File: src/rtl/ifm_bank_pingpong_ctrl.sv
// Ping-pong IFM bank controller between a producer CU and a consumer CU.
// Tracks full banks, steers write/read bank selects, and starts the consumer.
module ifm_bank_pingpong_ctrl #(
  parameter int NUMBER_OF_BANKS = 2,
  parameter int BANK_SEL_WIDTH  = ($clog2(NUMBER_OF_BANKS) < 1 ? 1 : $clog2(NUMBER_OF_BANKS)),
  parameter int COUNT_WIDTH     = $clog2(NUMBER_OF_BANKS + 1),
  parameter int STALL_CNT_WIDTH = 16
) (
  input  logic                       clk,
  input  logic                       reset,
  input  logic                       prod_done,
  output logic                       prod_ready,
  output logic [BANK_SEL_WIDTH-1:0]  wr_bank_sel,
  input  logic                       cons_idle,
  output logic                       start_to_next,
  output logic [BANK_SEL_WIDTH-1:0]  rd_bank_sel,
  output logic [COUNT_WIDTH-1:0]     full_count,
  output logic                       overflow_err,
  output logic [STALL_CNT_WIDTH-1:0] stall_cycles,
  output logic [1:0]                 cons_state
);

  // Handshakes: the producer owns a bank once prod_ready=1 and hands it over
  // with a one-cycle prod_done; the consumer is kicked by a one-cycle
  // start_to_next, acknowledges by dropping cons_idle and returns the bank by
  // raising cons_idle again. A prod_done while prod_ready=0 is dropped.
  typedef enum logic [1:0] {C_IDLE, C_START, C_ACK, C_BUSY} cons_state_t;

  localparam logic [BANK_SEL_WIDTH-1:0] LAST_BANK  = BANK_SEL_WIDTH'(NUMBER_OF_BANKS - 1);
  localparam logic [COUNT_WIDTH-1:0]    BANKS_FULL = COUNT_WIDTH'(NUMBER_OF_BANKS);

  cons_state_t state, state_next;
  logic        accept;
  logic        bank_release;

  assign prod_ready = (full_count != BANKS_FULL);
  assign accept     = prod_done & prod_ready;
  assign cons_state = state;

  always_comb begin
    state_next    = state;
    start_to_next = 1'b0;
    bank_release  = 1'b0;
    case (state)
      C_IDLE: begin
        if ((full_count != '0) && cons_idle) state_next = C_START;
      end
      C_START: begin
        start_to_next = 1'b1;
        state_next    = C_ACK;
      end
      C_ACK: begin
        if (!cons_idle) state_next = C_BUSY;
      end
      C_BUSY: begin
        if (cons_idle) begin
          bank_release = 1'b1;
          state_next   = C_IDLE;
        end
      end
      default: state_next = C_IDLE;
    endcase
  end

  always_ff @(posedge clk or negedge reset) begin
    if (!reset) state <= C_IDLE;
    else        state <= state_next;
  end

  // Simultaneous accept and release cancel in the count; both pointers move.
  always_ff @(posedge clk or negedge reset) begin
    if (!reset) begin
      full_count <= '0;
    end else begin
      case ({accept, bank_release})
        2'b10:   full_count <= full_count + 1'b1;
        2'b01:   full_count <= full_count - 1'b1;
        default: full_count <= full_count;
      endcase
    end
  end

  always_ff @(posedge clk or negedge reset) begin
    if (!reset) begin
      wr_bank_sel <= '0;
      rd_bank_sel <= '0;
    end else begin
      if (accept)       wr_bank_sel <= (wr_bank_sel == LAST_BANK) ? '0 : wr_bank_sel + 1'b1;
      if (bank_release) rd_bank_sel <= (rd_bank_sel == LAST_BANK) ? '0 : rd_bank_sel + 1'b1;
    end
  end

  always_ff @(posedge clk or negedge reset) begin
    if (!reset) begin
      overflow_err <= 1'b0;
      stall_cycles <= '0;
    end else begin
      if (prod_done && !prod_ready) overflow_err <= 1'b1;
      if (!prod_ready && (stall_cycles != '1)) stall_cycles <= stall_cycles + 1'b1;
    end
  end

endmodule
File: config.mk
export PLATFORM = sky130hd
export DESIGN_NAME = ifm_bank_pingpong_ctrl
export DESIGN_NICKNAME = d
export VERILOG_FILES = /design/src/rtl/ifm_bank_pingpong_ctrl.sv
export SDC_FILE = /design/constraint.sdc
export NUM_CORES = 1
export LEC_CHECK = 0
export ABC_AREA = 1
export CORE_MARGIN = 2
export CORE_UTILIZATION = 60
export CTS_BUF_LIST = sky130_fd_sc_hd__clkbuf_16
export DETAILED_ROUTE_END_ITERATION = 10
export DONT_BUFFER_PORTS = 1
export MAX_ROUTING_LAYER = met4
export PLACE_DENSITY = 0.83
export SYNTH_ARGS = -nofsm -noshare
export SYNTH_HDL_FRONTEND = slang
export SYNTH_SLANG_ARGS = --single-unit
File: constraint.sdc
create_clock -name clk -period 1.72 [get_ports clk]
set_input_delay 0.344 -clock clk [delete_from_list [all_inputs] [get_ports clk]]
set_output_delay 0.344 -clock clk [all_outputs]
set_load 0.02 [all_outputs]
==> flow_metrics.env <==
export IMPL_fin_nets=216
export IMPL_synth_edf_count=0
export IMPL_min_period_ns=1.61
export IMPL_synth_area_top_cells="dfrtp_1 (41%), nand2_1 (19%), ha_1 (5.4%)"
export IMPL_grt_remaining_overflow=0
export IMPL_fin_area_um2=1650
export IMPL_drc=0
export IMPL_critical_path_class="reg -> reg"
export IMPL_viasPerCell=5.55
export IMPL_cap_viol_max_count=0
export IMPL_critPathMaxFanout=5
export IMPL_synth_common_cells="nand2_1 (69), dfrtp_1 (23), inv_1 (20)"
export IMPL_cts_tree="built"
export IMPL_yosys_area_top_type="dfrtp_1"
export IMPL_hold_path_class="in -> reg"
export IMPL_r2r_cells=7
export IMPL_ys_flop_type="dfrtp_1"
export IMPL_finalHoldViolations=0
export IMPL_min_to="overflow_err"
export IMPL_fin_tns_setup_ns=0
export IMPL_cts_buffers=3
export IMPL_track_usage_pct=29.3
export IMPL_netlist_instances=183
export IMPL_fin_util_pct=74.5
export IMPL_synth_seq_cells=23
export IMPL_grt_max_degree=24
export IMPL_cp_arrival_ns=1.76
export IMPL_dp_final_hpwl_um=2310
export IMPL_maxSlewViolCount=0
export IMPL_rsz0062_at_grt="false"
export IMPL_coreArea_um2=2210
export IMPL_ys_warn_count=0
export IMPL_wl_per_cell_um=14.6
export IMPL_syn2layout_area_growth_pct=18.5
export IMPL_layout_drive_gt1_share_pct=17.6
export IMPL_p_leak_nw=0.813
export IMPL_async_flop_share_pct=100
export IMPL_ff2ff_setup_slack_ns=0.11
export IMPL_worstPathRequired_ns=1.86
export IMPL_insertion_delay_ns=0.25
export IMPL_antenna_found_initial=0
export IMPL_finalCritPeriodShare_pct=93.6
export IMPL_syn_area_per_cell_um2=7.60
export IMPL_first_iter_violations=57
export IMPL_antennaDiodeCount=0
export IMPL_rows=17
export IMPL_cts_root_buf="clkbuf_16"
export IMPL_ys_types=20
export IMPL_drt_wl_total_um=3400
export IMPL_hp_start="prod_done"
export IMPL_start_util_pct=62.9
export IMPL_pin_count=29
export IMPL_synth_most_common_cell="nand2_1"
export IMPL_yosysSeqAreaShare_pct=41.4
export IMPL_status="finished, final reports clean"
export IMPL_synthesis_nets=193
export IMPL_first_pass_iters=4
export IMPL_skew_ns=0.00186
export IMPL_ir_drop_v=0.00124
export IMPL_placed_area_um2=1550
export IMPL_first_global_vias=1258
export IMPL_die_area_um2=2720
export IMPL_clock_sinks=23
export IMPL_n_fill_cell=161
export IMPL_htree_levels=1
export IMPL_port_buffers=0
export IMPL_synth_area_um2=1390
export IMPL_reg2reg_from="stall_cycles[8]"
export IMPL_routabilityCongestion=0.868
export IMPL_die_h_um=52.2
export IMPL_max_clock_freq_ghz=0.621
export IMPL_synth_top_cell_area_share_pct=41.4
export IMPL_clock_path_buffers=2
export IMPL_finalHoldWorstSlack_ns=0.257
export IMPL_cp_start_kind="flip-flop"
export IMPL_r2r_end="stall_cycles[13]"
export IMPL_slew_headroom_pct=31.1
export IMPL_die_w_um=52.2
export IMPL_powerDensity_nw_per_um2=1380
export IMPL_grt_pass1_wl_um=5660
export IMPL_hold_depth=1
export IMPL_path_clk_slew_ns=0.06
export IMPL_finalSetupViolCount=0
export IMPL_power_total_w=0.00228
export IMPL_tightest_slew_ns=1.03
export IMPL_ant_nets=0
export IMPL_num_vias=1293
export IMPL_cp_end_kind="flip-flop"
logic make-up after synthesis:
kind of cell / share of synthesized area (%)
AO/OA/AOI/OAI: 5.94
XOR/XNOR: 5.04
adder cells (fa/ha/maj): 5.40
buffers and inverters: 6.20
flip-flops: 41.4
multiplexers: 0.719
AND/OR/NAND/NOR: 35.3
layer usage:
| layer | global-route usage (%) | share of wire [%] | vias up | wire length (um) |
|---|---|---|---|---|
| met4 | 16.2 | 4.7 | 0 | 161 |
| met5 | - | 0 | - | 0 |
| met1 | 34.0 | 39 | 591 | 1340 |
| li1 | - | - | 619 | - |
| met2 | 47.7 | 49 | 61 | 1660 |
| met3 | 5.75 | 6.7 | 22 | 229 |
area by class of cell:
| class | count | area (um2) | area share, % |
|---|---|---|---|
| Timing Repair Buffer | 19 | 145 | 8.80 |
| Inverter | 20 | 75.1 | 4.55 |
| Clock buffer | 3 | 75.1 | 4.55 |
| Sequential cell | 23 | 576 | 34.9 |
| Tap cell | 28 | 35.0 | 2.12 |
| Clock inverter | 1 | 3.75 | 0.228 |
| Multi-Input combinational cell | 139 | 739 | 44.8 |
cells in the final DEF, fill, tap and decap left out:
master	count
dlygate4sd3_1	1
a31o_2	1
nor2_1	16
o21ai_1	2
xnor2_1	8
nand4_1	2
dfrtp_1	23
nand3_1	7
nand2_1	68
o21ai_0	9
nand2_2	4
mux2i_1	1
o21ai_2	1
ha_1	6
inv_1	21
nand4_4	1
buf_4	18
nand3b_1	3
a21oi_1	2
clkbuf_16	3
nor2_4	4
nor2_2	4
sequential cells by signal, summed over array words and instances, names as in the netlist:
name / cells
full_count: 2
rd_bank_sel: 1
wr_bank_sel: 1
stall_cycles: 16
cons_state: 2
overflow_err: 1
what timing repair did:
item                                   in CTS  in global routing
buffers inserted                            0                  0
resized for setup                           0                  2
setup endpoints to repair                   0                  3
endpoints found under the hold margin      23                  0
hold buffers                                1                  0
through the flow:
stage / worst slack [ns] / std cells
after floorplan: 0.0491 / 183
after global placement: 0.256 / 228
after detailed placement: 0.186 / 228
after CTS: 0.0693 / 233
after global routing: 0.0254 / 233
final: 0.110 / 233
worst max-delay path, cell delays in order, from the launching register on:
cell     delay [ns]
dfrtp_1        0.54
nand2_1        0.21
nor2_2         0.28
nand3_1        0.12
nor2_1         0.15
nand2_1        0.08
nand2_1        0.06
nand2_1        0.05
power by group:
group	switching (W)	leakage [nW]	internal [W]	total (W)
sequential	0.000123	0.297	0.000671	0.000794
clock	0.000190	0.0423	0.000310	0.000501
combinational	0.000614	0.474	0.000367	0.000981
total	0.000927	0.813	0.00135	0.00228
worst max path at each step:
stage / from / to / cells after the start
6_report: stall_cycles[8] / stall_cycles[13] / 7
4_1_cts: stall_cycles[0] / stall_cycles[7] / 8
5_1_grt: stall_cycles[8] / stall_cycles[7] / 7
3_3_place_gp: stall_cycles[0] / stall_cycles[10] / 8
2_1_floorplan: full_count[0] / full_count[1] / 7
3_5_place_dp: stall_cycles[0] / stall_cycles[7] / 8
No activity file was read; power rests on OpenSTA's default activity.
